**src/rtl/invaders_pkg.sv**
```systemverilog
// Shared fleet geometry, screen bounds and controller state encoding.
// Also consumed by the alien colour renderer.
package invaders_pkg;

   localparam int unsigned COLS     = 6;
   localparam int unsigned ROWS     = 6;
   localparam int unsigned CELL_W   = 48;
   localparam int unsigned CELL_H   = 32;
   localparam int unsigned ALIEN_W  = 32;
   localparam int unsigned ALIEN_H  = 16;

   localparam int unsigned SCREEN_W = 640;
   localparam int unsigned SCREEN_H = 480;

   localparam int unsigned COORD_W  = 10;
   localparam int unsigned N_ALIENS = COLS * ROWS;
   localparam int unsigned COL_W    = $clog2(COLS);
   localparam int unsigned ROW_W    = $clog2(ROWS);
   localparam int unsigned IDX_W    = $clog2(N_ALIENS);

   typedef enum logic [2:0] {
      S_IDLE,
      S_DIV_X,
      S_DIV_Y,
      S_KILL,
      S_MARCH,
      S_DONE
   } fleet_state_t;

   // Flat index into the alive mask for a (row, col) cell.
   function automatic logic [IDX_W-1:0] cell_index(input logic [ROW_W-1:0] row,
                                                   input logic [COL_W-1:0] col);
      return IDX_W'(row) * IDX_W'(COLS) + IDX_W'(col);
   endfunction

endpackage

```
**src/rtl/fleet_extent.sv**
```systemverilog
// Combinational extent of the living fleet: outermost alive columns and lowest alive row.
module fleet_extent
   import invaders_pkg::*;
(
   input  logic [N_ALIENS-1:0] alive,
   output logic [COL_W-1:0]    left_col,
   output logic [COL_W-1:0]    right_col,
   output logic [ROW_W-1:0]    bot_row,
   output logic                any_alive
);

   logic [COLS-1:0] col_occ;
   logic [ROWS-1:0] row_occ;

   always_comb begin
      col_occ   = '0;
      row_occ   = '0;
      left_col  = '0;
      right_col = '0;
      bot_row   = '0;
      for (int r = 0; r < ROWS; r++) begin
         for (int c = 0; c < COLS; c++) begin
            if (alive[r*COLS+c]) begin
               col_occ[c] = 1'b1;
               row_occ[r] = 1'b1;
            end
         end
      end
      // Descending scan leaves the lowest occupied column.
      for (int c = COLS - 1; c >= 0; c--) begin
         if (col_occ[c]) left_col = COL_W'(c);
      end
      for (int c = 0; c < COLS; c++) begin
         if (col_occ[c]) right_col = COL_W'(c);
      end
      for (int r = 0; r < ROWS; r++) begin
         if (row_occ[r]) bot_row = ROW_W'(r);
      end
      any_alive = |alive;
   end

endmodule

```
**src/rtl/alien_fleet_controller.sv**
```systemverilog
// Alien fleet state owner: marches the 6x6 grid, resolves laser hits by iterative
// division into (col,row) cells, and tracks sticky win/lose status.
module alien_fleet_controller
   import invaders_pkg::*;
#(
   parameter int unsigned STEP_X  = 4,
   parameter int unsigned STEP_Y  = 16,
   parameter int unsigned X_INIT  = 64,
   parameter int unsigned Y_INIT  = 32,
   parameter int unsigned X_MIN   = 8,
   parameter int unsigned X_MAX   = 631,
   parameter int unsigned Y_LIMIT = 400
) (
   input  logic                clk,
   input  logic                reset,
   input  logic                marchTick,
   input  logic                laserCheck,
   input  logic [COORD_W-1:0]  xLaser,
   input  logic [COORD_W-1:0]  yLaser,
   output logic [COORD_W-1:0]  xAlien,
   output logic [COORD_W-1:0]  yAlien,
   output logic [N_ALIENS-1:0] alive,
   output logic                killingAlien,
   output logic                busy,
   output logic                gameWon,
   output logic                gameLost
);

   localparam int unsigned EXT_W  = COORD_W + 1;
   localparam int unsigned REMX_W = $clog2(COLS * CELL_W);
   localparam int unsigned REMY_W = $clog2(ROWS * CELL_H);

   fleet_state_t        state, state_d;
   logic                dir_left, dir_left_d;
   logic                pending, pending_d;
   logic [REMX_W-1:0]   rem_x, rem_x_d;
   logic [REMY_W-1:0]   rem_y, rem_y_d;
   logic [COL_W-1:0]    col, col_d;
   logic [ROW_W-1:0]    row, row_d;
   logic [COORD_W-1:0]  x_d, y_d;
   logic [N_ALIENS-1:0] alive_d;
   logic                busy_d, kill_d, won_d, lost_d;

   logic [COL_W-1:0]    left_col, right_col;
   logic [ROW_W-1:0]    bot_row;
   logic                any_alive;

   fleet_extent u_extent (
      .alive     (alive),
      .left_col  (left_col),
      .right_col (right_col),
      .bot_row   (bot_row),
      .any_alive (any_alive)
   );

   // Laser offset from the fleet origin and the grid bounding-box test.
   logic signed [COORD_W:0] dx, dy;
   logic                    in_grid;

   assign dx      = $signed({1'b0, xLaser}) - $signed({1'b0, xAlien});
   assign dy      = $signed({1'b0, yLaser}) - $signed({1'b0, yAlien});
   assign in_grid = !dx[COORD_W] && !dy[COORD_W]
                    && (dx[COORD_W-1:0] < COORD_W'(COLS * CELL_W))
                    && (dy[COORD_W-1:0] < COORD_W'(ROWS * CELL_H));

   logic [IDX_W-1:0] kill_idx;
   logic             hit;

   assign kill_idx = cell_index(row, col);
   assign hit      = (rem_x < REMX_W'(ALIEN_W)) && (rem_y < REMY_W'(ALIEN_H)) && alive[kill_idx];

   // Edge tests use only the columns that still hold a living alien.
   logic [EXT_W-1:0]   right_px, left_px, bottom_px;
   logic               can_step, invaded;
   logic [COORD_W-1:0] y_march;

   assign right_px  = EXT_W'(xAlien) + EXT_W'(right_col) * EXT_W'(CELL_W) + EXT_W'(ALIEN_W - 1 + STEP_X);
   assign left_px   = EXT_W'(xAlien) + EXT_W'(left_col) * EXT_W'(CELL_W);
   assign can_step  = dir_left ? (left_px >= EXT_W'(X_MIN + STEP_X)) : (right_px <= EXT_W'(X_MAX));
   assign y_march   = can_step ? yAlien : yAlien + COORD_W'(STEP_Y);
   assign bottom_px = EXT_W'(y_march) + EXT_W'(bot_row) * EXT_W'(CELL_H) + EXT_W'(ALIEN_H - 1);
   assign invaded   = bottom_px >= EXT_W'(Y_LIMIT);

   always_ff @(posedge clk or posedge reset) begin
      if (reset) begin
         state        <= S_IDLE;
         dir_left     <= 1'b0;
         pending      <= 1'b0;
         rem_x        <= '0;
         rem_y        <= '0;
         col          <= '0;
         row          <= '0;
         xAlien       <= COORD_W'(X_INIT);
         yAlien       <= COORD_W'(Y_INIT);
         alive        <= '1;
         busy         <= 1'b0;
         killingAlien <= 1'b0;
         gameWon      <= 1'b0;
         gameLost     <= 1'b0;
      end else begin
         state        <= state_d;
         dir_left     <= dir_left_d;
         pending      <= pending_d;
         rem_x        <= rem_x_d;
         rem_y        <= rem_y_d;
         col          <= col_d;
         row          <= row_d;
         xAlien       <= x_d;
         yAlien       <= y_d;
         alive        <= alive_d;
         busy         <= busy_d;
         killingAlien <= kill_d;
         gameWon      <= won_d;
         gameLost     <= lost_d;
      end
   end

   always_comb begin
      state_d    = state;
      dir_left_d = dir_left;
      pending_d  = pending | marchTick;
      rem_x_d    = rem_x;
      rem_y_d    = rem_y;
      col_d      = col;
      row_d      = row;
      x_d        = xAlien;
      y_d        = yAlien;
      alive_d    = alive;
      busy_d     = busy;
      kill_d     = 1'b0;
      won_d      = gameWon;
      lost_d     = gameLost;

      case (state)
         S_IDLE: begin
            // Win check first, then laser, then a pending march.
            if (!any_alive) begin
               won_d   = 1'b1;
               state_d = S_DONE;
            end else if (laserCheck) begin
               rem_x_d = REMX_W'(dx[COORD_W-1:0]);
               rem_y_d = REMY_W'(dy[COORD_W-1:0]);
               col_d   = '0;
               row_d   = '0;
               if (in_grid) begin
                  busy_d  = 1'b1;
                  state_d = S_DIV_X;
               end
            end else if (pending) begin
               state_d = S_MARCH;
            end
         end
         S_DIV_X: begin
            if (rem_x >= REMX_W'(CELL_W)) begin
               rem_x_d = rem_x - REMX_W'(CELL_W);
               col_d   = col + COL_W'(1);
            end else begin
               state_d = S_DIV_Y;
            end
         end
         S_DIV_Y: begin
            if (rem_y >= REMY_W'(CELL_H)) begin
               rem_y_d = rem_y - REMY_W'(CELL_H);
               row_d   = row + ROW_W'(1);
            end else begin
               state_d = S_KILL;
            end
         end
         S_KILL: begin
            if (hit) begin
               alive_d[kill_idx] = 1'b0;
               kill_d            = 1'b1;
            end
            busy_d  = 1'b0;
            state_d = S_IDLE;
         end
         S_MARCH: begin
            if (can_step) begin
               x_d = dir_left ? xAlien - COORD_W'(STEP_X) : xAlien + COORD_W'(STEP_X);
            end else begin
               dir_left_d = ~dir_left;
            end
            y_d       = y_march;
            pending_d = 1'b0;
            if (invaded) begin
               lost_d  = 1'b1;
               state_d = S_DONE;
            end else begin
               state_d = S_IDLE;
            end
         end
         S_DONE: begin
            pending_d = pending;
         end
         default: state_d = S_IDLE;
      endcase
   end

endmodule

```
**config.mk**
```make
export PLATFORM = sky130hd
export DESIGN_NAME = alien_fleet_controller
export DESIGN_NICKNAME = d
export VERILOG_FILES = /design/src/rtl/invaders_pkg.sv /design/src/rtl/fleet_extent.sv /design/src/rtl/alien_fleet_controller.sv
export SDC_FILE = /design/constraint.sdc
export NUM_CORES = 1
export LEC_CHECK = 0
export ABC_CLOCK_PERIOD_IN_PS = 16700
export CELL_PAD_IN_SITES_DETAIL_PLACEMENT = 0
export CELL_PAD_IN_SITES_GLOBAL_PLACEMENT = 2
export CORE_ASPECT_RATIO = 0.6
export CORE_MARGIN = 5
export CORE_UTILIZATION = 43
export CTS_CLUSTER_DIAMETER = 120
export CTS_CLUSTER_SIZE = 28
export DETAILED_ROUTE_END_ITERATION = 6
export DONT_BUFFER_PORTS = 1
export GPL_ROUTABILITY_DRIVEN = 0
export GPL_TIMING_DRIVEN = 1
export PLACE_DENSITY = 0.85
export SLEW_MARGIN = 25
export SYNTH_ARGS = -nofsm -noshare
export SYNTH_HDL_FRONTEND = slang
export SYNTH_SLANG_ARGS = --single-unit
```
**constraint.sdc**
```tcl
create_clock -name clk -period 16.7 [get_ports clk]
set_input_delay 1.67 -clock clk [delete_from_list [all_inputs] [get_ports clk]]
set_output_delay 1.67 -clock clk [all_outputs]
set_load 0.02 [all_outputs]
```
==> impl_table.tex, run 1 <==
\begin{tabular}{lr}
\hline
Metric & Value \\
\hline
\multicolumn{2}{l}{\textbf{Status}} \\
Outcome & completed \\
\multicolumn{2}{l}{\textbf{Synthesis}} \\
Gate count of the mapped netlist & 646 \\
Commonest cells post-synth & sky130\_fd\_sc\_hd\_\_nand2\_1, sky130\_fd\_sc\_hd\_\_nor2\_1, sky130\_fd\_sc\_hd\_\_ha\_1, sky130\_fd\_sc\_hd\_\_inv\_1, sky130\_fd\_sc\_hd\_\_o21ai\_0 \\
Sequential cell area fraction in the yosys report & 0.342 \\
Most instantiated flip-flop cell in the synthesis netlist & sky130\_fd\_sc\_hd\_\_dfrtp\_1 \\
Number of unique standard cell types used by synthesis & 69 \\
Count of yosys warnings during synthesis & 0 \\
Cell Area, Synth & 5840 sq um \\
EDFF count, synth & 0 \\
Flop and latch count out of synthesis & 78 \\
Area share of the largest cell type after synthesis & 0.171 \\
Library cell occupying the most area in the post-synthesis netlist & sky130\_fd\_sc\_hd\_\_dfrtp\_1 \\
Most numerous cell in the Yosys netlist & sky130\_fd\_sc\_hd\_\_nand2\_1 \\
Ranking of synthesized cells by area & sky130\_fd\_sc\_hd\_\_dfrtp\_1, sky130\_fd\_sc\_hd\_\_dfstp\_2, sky130\_fd\_sc\_hd\_\_ha\_1 \\
Syn Area/Cell & between 9 and 10 sq um \\
Async SR Flop Fraction & 1.00 \\
\multicolumn{2}{l}{\textbf{Detailed routing}} \\
Routed wire per std cell & 19.8 microns \\
Number of remaining DRC errors & 0 \\
Via count & $\sim$4800 \\
Vias per cell & 5.83 \\
Detailed router's first-iteration violation count & 393 \\
DRT Wirelength & 16300 microns \\
First-pass iteration count of the detailed router & 5 \\
Antenna-violating nets left & 0 \\
\multicolumn{2}{l}{\textbf{Run}} \\
Max Cap Viol & 0 \\
\multicolumn{2}{l}{\textbf{Die}} \\
Die height & 100 microns \\
Core outline area & 13500 sq um \\
Die Wd & 161 microns \\
Effective utilization at floorplan & 0.433 \\
Overall die area & $\sim$16000 sq um \\
FP Rows & 33 \\
Ports placed on the boundary & 84 \\
\multicolumn{2}{l}{\textbf{Setup path}} \\
Worst EP arrival & 6870 ps \\
Critical path type & register to register \\
Worst Path Buf+Inv & 1 \\
Slowest Stage Delay on Critical Path & between 500 and 600 ps \\
Top Family by Delay on Critical Path & simple AND/OR/NAND/NOR gates \\
Critical path, cell by cell & or4\_1 -> nor3\_1 -> nand2\_1 -> nor2\_1 -> ha\_1 -> fa\_1 -> ha\_1 -> inv\_1 -> fa\_1 -> nand4b\_1 -> nand3b\_1 -> o32ai\_1 -> o31a\_4 -> nor2\_1 -> o21ai\_0 -> ha\_1 -> fa\_1 -> a21oi\_1 -> nor2\_1 -> mux2i\_1 -> nor3\_1 -> nand3b\_2 -> a31oi\_1 \\
Worst-path fanout max & 6 \\
Kind of end point of the critical path & register \\
Path depth of the worst reg2reg path & 23 \\
Slowest stage cell, crit path & sky130\_fd\_sc\_hd\_\_or4\_1 \\
Launching element type of the critical path & register \\
Critical Path RT & 16950 ps \\
Total stage count of the critical path & 23 \\
\multicolumn{2}{l}{\textbf{GRT}} \\
Remaining global-route overflow & 0 \\
Via count of the first global-routing pass & 4645 \\
Overall Global Routing Usage & 0.205 \\
Maximum number of pins on one net before global-route repair & a little under 80 \\
Global-route wire length before repair & 26200 microns \\
Antenna violations before repair & 0 \\
\multicolumn{2}{l}{\textbf{Final layout}} \\
Fin area & 6310 sq um \\
Antenna cell count & 0 \\
Layout filler cell count & 1256 \\
Number of nets in the final layout & 729 \\
Layout Area Growth over Synthesis & 7.94\% \\
Share of post-route cells with drive strength above 1 & 0.122 \\
\multicolumn{2}{l}{\textbf{Clocking}} \\
Clock root cell & sky130\_fd\_sc\_hd\_\_clkbuf\_16 \\
Clock buffer count from CTS & 9 \\
CTS sink cnt & 78 \\
Resize count post-CTS & 0 \\
H-Tree Level Count & 3 \\
Later-pin clock latency in the skew report & about 340 ps \\
Largest buffer count on any clock path & 2 \\
Hold-fix buffers, CTS & 0 \\
CTS tree & yes \\
Clock slew seen by the registers of the worst setup and hold paths & 60 ps \\
\# Post-CTS Setup Buffers & 0 \\
\multicolumn{2}{l}{\textbf{Timing}} \\
Number of hold violations in the final report & 0 \\
Worst-case headroom to the max-slew limit & 0.402 \\
Pin slew with the least headroom to its limit & between 800 and 900 ps \\
Final-layout setup total negative slack & 0 ps \\
Setup ws final & approximately 10000 ps \\
Number of max-slew violations in the final report & 0 \\
Unrepaired setup endpoints after global routing & false \\
Achievable frequency & 0.151 GHz \\
Clock period minus worst slack & between 6000 and 7000 ps \\
Worst clock skew on the final layout & slightly below 9 ps \\
Final critical-path share of the clock period & 0.397 \\
Final setup violating endpoints & 0 \\
\multicolumn{2}{l}{\textbf{Power and ir drop}} \\
Clock power frac & 0.496 \\
Int Pwr & approximately 0.00032 W \\
Cell area power density & around 65 nW/um\^{}2 \\
Power share of the sequential group & 0.461 \\
Total net switching power & approximately 0.000093 W \\
Pwr Total & 0.000412 W \\
Logic pwr share & 0.043 \\
Fraction of power spent switching nets & 0.226 \\
Max VDD drop & 0.0409 mV \\
P\_leak & 2.81 nW \\
\multicolumn{2}{l}{\textbf{Placement}} \\
Pre-CTS setup slack & 10110 ps \\
Total cell area at the placement stage & 5990 sq um \\
Number of I/O port buffers & 0 \\
Sum of net half-perimeters after detailed placement & approximately 13000 microns \\
\multicolumn{2}{l}{\textbf{Min path}} \\
Hold Path Stages & 2 \\
Hold Path Class & register to register \\
\hline
\end{tabular}
## registers in the layout (all words and copies together) (netlist names)
name	cells
alive	36
busy	1
col	3
dir_left	1
gameLost	1
gameWon	1
killingAlien	1
pending	1
rem_x	9
rem_y	4
row	3
state	3
xAlien	8
yAlien	6
## metrics by stage
step / hold WS, ps / utilization / cells
after global placement: 470 / 0.444 / 807
final: 483 / 0.467 / 823
after CTS: 488 / 0.467 / 823
after global routing: 517 / 0.467 / 823
after floorplan: 448 / - / 651
after detailed placement: 478 / 0.444 / 807
## worst reg2reg max path: stages (launching register included)
cell and delay (ps):
sky130_fd_sc_hd__dfstp_2 430, sky130_fd_sc_hd__or4_1 590, sky130_fd_sc_hd__nor3_1 380, sky130_fd_sc_hd__nand2_1 260, sky130_fd_sc_hd__nor2_1 320, sky130_fd_sc_hd__ha_1 220, sky130_fd_sc_hd__fa_1 420, sky130_fd_sc_hd__ha_1 320
sky130_fd_sc_hd__inv_1 60, sky130_fd_sc_hd__fa_1 460, sky130_fd_sc_hd__nand4b_1 230, sky130_fd_sc_hd__nand3b_1 130, sky130_fd_sc_hd__o32ai_1 100, sky130_fd_sc_hd__o31a_4 400, sky130_fd_sc_hd__nor2_1 300, sky130_fd_sc_hd__o21ai_0 150
sky130_fd_sc_hd__ha_1 250, sky130_fd_sc_hd__fa_1 400, sky130_fd_sc_hd__a21oi_1 240, sky130_fd_sc_hd__nor2_1 60, sky130_fd_sc_hd__mux2i_1 260, sky130_fd_sc_hd__nor3_1 70, sky130_fd_sc_hd__nand3b_2 280, sky130_fd_sc_hd__a31oi_1 220
## power groups by stage
stage	Sequential (W)	Clock (W)	Combinational [W]
2_1_floorplan	0.000193	0	0.0000146
5_1_grt	0.000190	0.000217	0.0000203
3_3_place_gp	0.000193	0	0.0000172
4_1_cts	0.000190	0.000209	0.0000177
3_5_place_dp	0.000193	0	0.0000176
6_report	0.000190	0.000204	0.0000175
## kinds of logic (layout without fill, tap and decap cells)
group	count (synthesis)	count (layout)	share of synthesized area
other cells	1	6	0.000642
xor+xnor	35	35	0.0525
compound gates	165	165	0.185
fa+ha+maj	62	62	0.146
simple gates	223	223	0.199
buf+inv	69	66	0.0499
mux	13	13	0.0253
flops	78	78	0.342
## layout by cell type (no fill, tap or decap), types with 3 or more instances in the layout
| cell type | n |
|---|---|
| sky130_fd_sc_hd__mux2i_1 | 8 |
| sky130_fd_sc_hd__a21o_1 | 10 |
| sky130_fd_sc_hd__ha_1 | 52 |
| sky130_fd_sc_hd__o21ai_0 | 42 |
| sky130_fd_sc_hd__clkbuf_16 | 11 |
| sky130_fd_sc_hd__dfrtp_1 | 40 |
| sky130_fd_sc_hd__a21boi_0 | 9 |
| sky130_fd_sc_hd__nor2_1 | 53 |
| sky130_fd_sc_hd__nor4_1 | 11 |
| sky130_fd_sc_hd__inv_1 | 45 |
| sky130_fd_sc_hd__nand4_1 | 7 |
| sky130_fd_sc_hd__o21a_1 | 24 |
| sky130_fd_sc_hd__o22ai_1 | 4 |
| sky130_fd_sc_hd__o221ai_1 | 3 |
| sky130_fd_sc_hd__nand3_1 | 17 |
| sky130_fd_sc_hd__xnor2_1 | 27 |
| sky130_fd_sc_hd__a21oi_1 | 30 |
| sky130_fd_sc_hd__nor2b_1 | 9 |
| sky130_fd_sc_hd__dfstp_2 | 38 |
| sky130_fd_sc_hd__mux2_2 | 4 |
| sky130_fd_sc_hd__a31oi_1 | 7 |
| sky130_fd_sc_hd__nand2b_1 | 9 |
| sky130_fd_sc_hd__fa_1 | 10 |
| sky130_fd_sc_hd__nor3_1 | 22 |
| sky130_fd_sc_hd__or3_1 | 10 |
| sky130_fd_sc_hd__and2_1 | 4 |
| sky130_fd_sc_hd__a21boi_1 | 8 |
| sky130_fd_sc_hd__nand3b_1 | 5 |
| sky130_fd_sc_hd__nand2_1 | 56 |
| sky130_fd_sc_hd__conb_1 | 6 |
| sky130_fd_sc_hd__xor2_1 | 8 |
| sky130_fd_sc_hd__a211oi_1 | 6 |
## path summary, 6_finish.rpt
kind	endpoint	slack, ps	startpoint
max in group asynchronous	yAlien[8]	14790	reset
min in group asynchronous	col[2]	1390	reset
max reg2reg	state[2]	10070	alive[11]
min reg2reg	pending	480	pending
min	pending	480	pending
max	state[2]	10070	alive[11]
## layout make-up
class,count,area [sq um],share of cell area
Inverter,47,178,0.0282
Sequential cell,78,2000,0.317
Clock inverter,3,21.3,0.00337
Multi-Input combinational cell,504,3570,0.566
Timing Repair Buffer,3,26.3,0.00417
Clock buffer,13,293,0.0464
Tap cell,175,219,0.0347
## layer usage
metal / part of all wire / global-route usage / up-vias / wire (microns)
li1: - / - / 2283 / -
met1: 0.50 / 0.316 / 2318 / 8140
met2: 0.42 / 0.289 / 175 / 6780
met3: 0.076 / 0.0529 / 18 / 1250
met4: 0.0099 / 0.0357 / 0 / 162
met5: 0 / 0 / - / 0
No activity file was read; power rests on OpenSTA's default activity.
==> inputs of run 2 (changes only) <==
--- a/config.mk
+++ b/config.mk
@@ -5,19 +5,19 @@
 export SDC_FILE = /design/constraint.sdc
 export NUM_CORES = 1
 export LEC_CHECK = 0
-export ABC_CLOCK_PERIOD_IN_PS = 16700
+export ABC_CLOCK_PERIOD_IN_PS = 5600
 export CELL_PAD_IN_SITES_DETAIL_PLACEMENT = 0
 export CELL_PAD_IN_SITES_GLOBAL_PLACEMENT = 2
 export CORE_ASPECT_RATIO = 0.6
 export CORE_MARGIN = 5
-export CORE_UTILIZATION = 43
+export CORE_UTILIZATION = 36
 export CTS_CLUSTER_DIAMETER = 120
 export CTS_CLUSTER_SIZE = 28
 export DETAILED_ROUTE_END_ITERATION = 6
 export DONT_BUFFER_PORTS = 1
 export GPL_ROUTABILITY_DRIVEN = 0
 export GPL_TIMING_DRIVEN = 1
-export PLACE_DENSITY = 0.85
+export PLACE_DENSITY = 0.76
 export SLEW_MARGIN = 25
 export SYNTH_ARGS = -nofsm -noshare
 export SYNTH_HDL_FRONTEND = slang
==> constraint.sdc (replaced) <==
create_clock -name clk -period 5.6 [get_ports clk]
set_input_delay 0.56 -clock clk [delete_from_list [all_inputs] [get_ports clk]]
set_output_delay 0.56 -clock clk [all_outputs]
set_load 0.02 [all_outputs]
==> run 2 against run 1 <==
Compared with the run above:
- sequential share of layout area is 2.9 points lower
- clock-buffer cell count down 4
- non-clock buffer count up 54
- design area rose by 9.9%
- first-iteration DRC count up 12%
- sequential power rose to 3.0 times the previous value
- flip-flop and latch count stayed put
- die area is 18% higher
- final cell count grew 11%
- routed wire length rose by 9.2%
- clock skew decreased by 0.84 ps
- setup slack lost 10000 ps
- critical path type unchanged
- largest cell class unchanged
==> impl_table.tex, run 2 (synthesis gave the netlist of run 1 again) <==
\begin{tabular}{lr}
\hline
Metric & Value \\
\hline
\multicolumn{2}{l}{\textbf{Status}} \\
Outcome & completed \\
\multicolumn{2}{l}{\textbf{Detailed routing}} \\
DRT Wirelength & about 18000 microns \\
Number of remaining DRC errors & 0 \\
Routed wire per std cell & 19.6 microns \\
Antenna-violating nets left & 0 \\
First-pass iteration count of the detailed router & 5 \\
Vias per cell & 5.49 \\
Detailed router's first-iteration violation count & 440 \\
Via count & 5004 \\
\multicolumn{2}{l}{\textbf{Placement}} \\
Sum of net half-perimeters after detailed placement & between 10000 and 15000 microns \\
Number of I/O port buffers & 0 \\
Pre-CTS setup slack & -239 ps \\
Total instance count after detailed placement & $\sim$900 \\
Total cell area at the placement stage & 6390 sq um \\
\multicolumn{2}{l}{\textbf{Setup path}} \\
Path depth of the worst reg2reg path & 25 \\
Launching element type of the critical path & register \\
Kind of end point of the critical path & register \\
Critical path type & register to register \\
Worst Path Buf+Inv & 3 \\
Worst EP arrival & between 5000 and 6000 ps \\
Slowest stage cell, crit path & sky130\_fd\_sc\_hd\_\_fa\_2 \\
Slowest Stage Delay on Critical Path & 550 ps \\
Worst-path fanout max & 4 \\
Top Family by Delay on Critical Path & simple AND/OR/NAND/NOR gates \\
Total stage count of the critical path & 25 \\
Critical Path RT & $\sim$5900 ps \\
\multicolumn{2}{l}{\textbf{Final layout}} \\
Layout Area Growth over Synthesis & 18.7\% \\
Register name with the most flops & alive \\
Share of post-route cells with drive strength above 1 & 0.234 \\
Number of cells in the finished layout apart from fillers & between 900 and 1000 \\
Highest-count cells in the layout ignoring fill and taps & sky130\_fd\_sc\_hd\_\_buf\_4, sky130\_fd\_sc\_hd\_\_nand2\_1, sky130\_fd\_sc\_hd\_\_nor2\_1, sky130\_fd\_sc\_hd\_\_ha\_1, sky130\_fd\_sc\_hd\_\_inv\_1 \\
Flip-flop count of the largest register, all copies and words added & 36 \\
Biggest regs & alive (36), rem\_x (9), xAlien (8) \\
Number of nets in the final layout & roughly 780 \\
Layout filler cell count & between 1500 and 2000 \\
Antenna cell count & 0 \\
Leading cell type in the layout, fill and taps excluded & sky130\_fd\_sc\_hd\_\_buf\_4 \\
Fin area & 6940 sq um \\
\multicolumn{2}{l}{\textbf{Clocking}} \\
Later-pin clock latency in the skew report & 340 ps \\
Largest buffer count on any clock path & 2 \\
H-Tree Level Count & 3 \\
Hold-fix buffers, CTS & 0 \\
Clock root cell & sky130\_fd\_sc\_hd\_\_clkbuf\_16 \\
CTS sink cnt & 78 \\
Clock slew seen by the registers of the worst setup and hold paths & 70 ps \\
CTS tree & yes \\
Clock buffer count from CTS & 9 \\
\multicolumn{2}{l}{\textbf{Power and ir drop}} \\
Max VDD drop & 0.135 mV \\
Fraction of power spent switching nets & 0.243 \\
Int Pwr & 0.000930 W \\
Logic pwr share & 0.043 \\
Total net switching power & 0.000298 W \\
Cell area power density & 177 nW/um\^{}2 \\
P\_leak & 3.15 nW \\
Clock power frac & 0.496 \\
Power share of the sequential group & 0.461 \\
\multicolumn{2}{l}{\textbf{Min path}} \\
Hold Path Class & primary input to asynchronous set/reset pin \\
\multicolumn{2}{l}{\textbf{Timing}} \\
Worst-case headroom to the max-slew limit & 0.402 \\
Clock period minus worst slack & approximately 5600 ps \\
Worst-case hold slack & 273 ps \\
Unrepaired setup endpoints after global routing & true \\
Final critical-path share of the clock period & 0.993 \\
Setup ws final & 36.5 ps \\
Worst clock skew on the final layout & 7.82 ps \\
Final setup violating endpoints & 0 \\
Pin slew with the least headroom to its limit & around 900 ps \\
Number of max-slew violations in the final report & 0 \\
Number of hold violations in the final report & 0 \\
Final-layout setup total negative slack & 0 ps \\
Achievable frequency & 0.180 GHz \\
\multicolumn{2}{l}{\textbf{Die}} \\
Ports placed on the boundary & 84 \\
Die height & 109 microns \\
Core outline area & 16100 sq um \\
Effective utilization at floorplan & 0.363 \\
Overall die area & 19000 sq um \\
Die Wd & 174 microns \\
FP Rows & 36 \\
\multicolumn{2}{l}{\textbf{GRT}} \\
Maximum number of pins on one net before global-route repair & just under 80 \\
Overall Global Routing Usage & 0.189 \\
Remaining global-route overflow & 0 \\
Global-route wire length before repair & 27800 microns \\
Via count of the first global-routing pass & 4912 \\
Antenna violations before repair & 0 \\
\multicolumn{2}{l}{\textbf{Run}} \\
Max Cap Viol & 0 \\
\hline
\end{tabular}
-- run 2: changes by cell type in the layout (fill, tap and decap cells not counted), sizes merged --
| cell | before | now |
|---|---|---|
| clkbuf | 13 | 9 |
| clkinv | 3 | 6 |
| inv | 46 | 47 |
| bufinv | 0 | 1 |
| buf | 3 | 57 |
| clkinvlp | 1 | 0 |
-- run 2: final timing paths --
kind | endpoint | start | slack (ps)
worst max-delay path | gameLost | alive[20] | 40
worst max register to register | gameLost | alive[20] | 40
min in group clk | row[2] | laserCheck | 320
worst min-delay path | killingAlien | reset | 270
max in group asynchronous | xAlien[7] | reset | 4780
worst min register to register | rem_x[3] | rem_x[3] | 490
-- run 2: per-layer routing --
metal / share of wire / GRT usage
met4: 0.013 / 0.0331
met2: 0.42 / 0.278
met3: 0.071 / 0.0485
met1: 0.50 / 0.283
met5: 0 / 0
-- run 2: what timing repair did --
item | 4_1_cts | 5_1_grt
hold endpoints to repair | 0 | 0
gates resized for setup | 29 | 8
setup buffers | 5 | 3
pin swaps | 26 | 12
setup endpoints to repair | 3 | 3
-- run 2: area by class of cell --
cell class | instances | area [sq um] | area share
Multi-Input combinational cell | 504 | 3760 | 0.542
Sequential cell | 78 | 2000 | 0.288
Timing Repair Buffer | 57 | 439 | 0.0633
Tap cell | 209 | 262 | 0.0377
Clock buffer | 9 | 225 | 0.0325
Inverter | 47 | 178 | 0.0256
Clock inverter | 7 | 72.6 | 0.0105
-- run 2: through the flow --
stage,util,power (W)
2_1_floorplan,-,0.000619
3_3_place_gp,0.397,0.000627
3_5_place_dp,0.397,0.000629
4_1_cts,0.428,0.00124
5_1_grt,0.431,0.00127
6_report,0.431,0.00123
-- run 2: power groups by stage --
stage	clock (W)	sequential, W	combinational (W)
floorplan	0	0.000575	0.0000436
finish	0.000609	0.000566	0.0000531
global placement	0	0.000575	0.0000518
global route	0.000640	0.000566	0.0000618
CTS	0.000618	0.000566	0.0000535
detailed placement	0	0.000575	0.0000531
==> inputs of run 3 (changes only) <==
--- a/config.mk
+++ b/config.mk
@@ -17,8 +17,9 @@
 export DONT_BUFFER_PORTS = 1
 export GPL_ROUTABILITY_DRIVEN = 0
 export GPL_TIMING_DRIVEN = 1
-export PLACE_DENSITY = 0.76
+export PLACE_DENSITY = 0.75
 export SLEW_MARGIN = 25
 export SYNTH_ARGS = -nofsm -noshare
 export SYNTH_HDL_FRONTEND = slang
+export SYNTH_HIERARCHICAL = 1
 export SYNTH_SLANG_ARGS = --single-unit
==> run 3 against run 2 <==
Compared with the run above:
- the run now ends with negative setup slack left
- sequential share of layout area decreased by 1.1 points
- synthesized area increased by 2.4%
- clock-buffer cell count increased by 5
- design area increased by 3.8%
- flip-flop and latch count unchanged
- combinational power increased by 6.2%
- sequential power about the same
- synthesized cell count decreased by 1.1%
- first-iteration DRC count decreased by 8.4%
- via count increased by 3.5%
- utilization increased by 1.2 points
- largest cell class unchanged
==> impl_table.tex, run 3 <==
\begin{tabular}{lr}
\hline
Metric & Value \\
\hline
\multicolumn{2}{l}{\textbf{Placement}} \\
Pre-CTS setup slack & -353 ps \\
Number of I/O port buffers & 0 \\
Sum of net half-perimeters after detailed placement & 14700 microns \\
\multicolumn{2}{l}{\textbf{Clocking}} \\
Clock buffer count from CTS & 9 \\
H-Tree Level Count & 3 \\
Largest buffer count on any clock path & 2 \\
Clock root cell & sky130\_fd\_sc\_hd\_\_clkbuf\_16 \\
CTS sink cnt & slightly below 80 \\
Clock slew seen by the registers of the worst setup and hold paths & 70 ps \\
Later-pin clock latency in the skew report & 330 ps \\
CTS tree & yes \\
\multicolumn{2}{l}{\textbf{Detailed routing}} \\
Vias per cell & 5.56 \\
First-pass iteration count of the detailed router & 5 \\
Number of remaining DRC errors & 0 \\
Antenna-violating nets left & 0 \\
DRT Wirelength & 18900 microns \\
Routed wire per std cell & around 20 microns \\
Detailed router's first-iteration violation count & 403 \\
Via count & 5179 \\
\multicolumn{2}{l}{\textbf{Timing}} \\
Number of max-slew violations in the final report & 0 \\
Setup ws final & -73.1 ps \\
Pin slew with the least headroom to its limit & approximately 850 ps \\
Number of hold violations in the final report & 0 \\
Clock period minus worst slack & 5670 ps \\
Achievable frequency & 0.176 GHz \\
Final-layout setup total negative slack & -171 ps \\
Worst-case headroom to the max-slew limit & 0.417 \\
Worst-case hold slack & 323 ps \\
Unrepaired setup endpoints after global routing & true \\
Final setup violating endpoints & 3 \\
Final critical-path share of the clock period & 1.01 \\
Worst clock skew on the final layout & 14.3 ps \\
\multicolumn{2}{l}{\textbf{GRT}} \\
Remaining global-route overflow & 0 \\
Overall Global Routing Usage & 0.198 \\
Global-route wire length before repair & just under 30000 microns \\
Antenna violations before repair & 1 \\
Via count of the first global-routing pass & 5144 \\
Maximum number of pins on one net before global-route repair & 79 \\
\multicolumn{2}{l}{\textbf{Setup path}} \\
Slowest stage cell, crit path & sky130\_fd\_sc\_hd\_\_fa\_2 \\
Top Family by Delay on Critical Path & adder cells \\
Critical path, cell by cell & or4\_4 -> nor3\_4 -> and3\_4 -> nor2\_4 -> ha\_2 -> fa\_2 -> xor2\_1 -> ha\_1 -> ha\_4 -> a21o\_1 -> or3\_1 -> a21oi\_2 -> o21a\_2 -> mux2\_4 -> ha\_4 -> fa\_2 -> nor3\_2 -> o211a\_1 -> nor3\_4 -> o221ai\_2 -> a221oi\_2 -> o21bai\_1 \\
Worst reg2reg path startpoint & alive[14] \\
Worst Path Buf+Inv & 0 \\
Critical Path RT & 5850 ps \\
Slowest Stage Delay on Critical Path & between 500 and 600 ps \\
Critical path type & register to register \\
Kind of end point of the critical path & register \\
Worst-path fanout max & 4 \\
Worst EP arrival & 5920 ps \\
Crit path from & alive[14] \\
Launching element type of the critical path & register \\
\multicolumn{2}{l}{\textbf{Synthesis}} \\
Gate count of the mapped netlist & 639 \\
Library cell occupying the most area in the post-synthesis netlist & sky130\_fd\_sc\_hd\_\_dfrtp\_1 \\
EDFF count, synth & 0 \\
Syn Area/Cell & 9.37 sq um \\
Cell Area, Synth & between 5000 and 6000 sq um \\
Most instantiated flip-flop cell in the synthesis netlist & sky130\_fd\_sc\_hd\_\_dfrtp\_1 \\
Most numerous cell in the Yosys netlist & sky130\_fd\_sc\_hd\_\_nor2\_1 \\
Area share of the largest cell type after synthesis & 0.167 \\
Async SR Flop Fraction & 1.00 \\
Commonest cells post-synth & sky130\_fd\_sc\_hd\_\_nor2\_1, sky130\_fd\_sc\_hd\_\_ha\_1, sky130\_fd\_sc\_hd\_\_nand2\_1, sky130\_fd\_sc\_hd\_\_inv\_1, sky130\_fd\_sc\_hd\_\_dfrtp\_1 \\
Ranking of synthesized cells by area & sky130\_fd\_sc\_hd\_\_dfrtp\_1, sky130\_fd\_sc\_hd\_\_dfstp\_2, sky130\_fd\_sc\_hd\_\_ha\_1 \\
Count of yosys warnings during synthesis & 6 \\
Number of unique standard cell types used by synthesis & approximately 70 \\
Flop and latch count out of synthesis & 78 \\
Sequential cell area fraction in the yosys report & 0.334 \\
\multicolumn{2}{l}{\textbf{Final layout}} \\
Layout Area Growth over Synthesis & 20.3\% \\
Register name with the most flops & alive \\
Leading cell type in the layout, fill and taps excluded & sky130\_fd\_sc\_hd\_\_buf\_4 \\
Util after Layout & 0.443 \\
Flip-flop count of the largest register, all copies and words added & 36 \\
Number of nets in the final layout & 784 \\
Highest-count cells in the layout ignoring fill and taps & sky130\_fd\_sc\_hd\_\_buf\_4, sky130\_fd\_sc\_hd\_\_nor2\_1, sky130\_fd\_sc\_hd\_\_nand2\_1, sky130\_fd\_sc\_hd\_\_ha\_1 \\
Share of post-route cells with drive strength above 1 & 0.259 \\
Biggest regs & alive (36), rem\_x (9), xAlien (8) \\
\multicolumn{2}{l}{\textbf{Min path}} \\
Hold Path Class & primary input to asynchronous set/reset pin \\
\multicolumn{2}{l}{\textbf{Die}} \\
FP Rows & 36 \\
Die height & approximately 110 microns \\
Die Wd & 176 microns \\
Effective utilization at floorplan & 0.368 \\
Ports placed on the boundary & 84 \\
Core outline area & 16300 sq um \\
Overall die area & roughly 19000 sq um \\
\multicolumn{2}{l}{\textbf{Power and ir drop}} \\
Max VDD drop & roughly 0.13 mV \\
Pwr Total & approximately 0.0013 W \\
P\_leak & approximately 3.2 nW \\
Cell area power density & 176 nW/um\^{}2 \\
\multicolumn{2}{l}{\textbf{Run}} \\
Max Cap Viol & 0 \\
\multicolumn{2}{l}{\textbf{Status}} \\
Outcome & finished with violations \\
Violated checks & negative setup slack \\
\hline
\end{tabular}
-- run 3: cells by family (layout without fill, tap and decap cells) --
kind of cell / after synthesis / count (layout) / share of synthesized area
buffers and inverters: 71 / 129 / 0.0493
AO/OA/AOI/OAI: 159 / 159 / 0.199
adder cells (fa/ha/maj): 63 / 63 / 0.144
flip-flops: 78 / 78 / 0.334
other: 1 / 7 / 0.000626
XOR/XNOR: 33 / 33 / 0.0483
multiplexers: 19 / 19 / 0.0403
AND/OR/NAND/NOR: 215 / 215 / 0.184
-- run 3: layer usage --
layer / up-vias / global-route usage / part of all wire
met5: - / 0 / 0
met4: 0 / 0.0353 / 0.0057
met3: 12 / 0.0687 / 0.090
met2: 161 / 0.285 / 0.41
met1: 2556 / 0.289 / 0.49
li1: 2450 / - / -
-- run 3: worst paths after layout --
path | end | slack (ps) | cells past startpoint
worst max-delay path | state[2] | -70 | 22
worst min-delay path | gameLost | 320 | 2
worst max register to register | state[2] | -70 | 22
worst min register to register | rem_x[0] | 480 | 2
max in group asynchronous | xAlien[3] | 4790 | 2
min in group clk | rem_x[1] | 330 | 2
-- run 3: timing repair --
item,4_1_cts,5_1_grt
endpoints found under the setup margin,3,3
hold buffers,0,0
gates resized for setup,13,7
pin swaps,28,8
buffers inserted,3,0
-- run 3: per-stage QoR --
stage,instance area (sq um),instances
3_3_place_gp,6750,911
5_1_grt,7200,931
2_1_floorplan,6080,644
4_1_cts,7160,930
6_report,7200,931
3_5_place_dp,6750,911
-- run 3: layout make-up --
class	instances	area (sq um)
inverters	42	159
clock inverters	2	38.8
flip-flops and latches	78	2000
diodes	1	2.50
multi-input cells	495	3890
clock buffers	14	287
well taps	228	285
fillers	1592	9060
repair buffers	71	541
-- run 3: power breakdown --
part                 switching, W  internal, W
Sequential     0.0000000000000308     0.000565
Combinational           0.0000375    0.0000189
Clock                    0.000243     0.000402
Total                    0.000281     0.000986
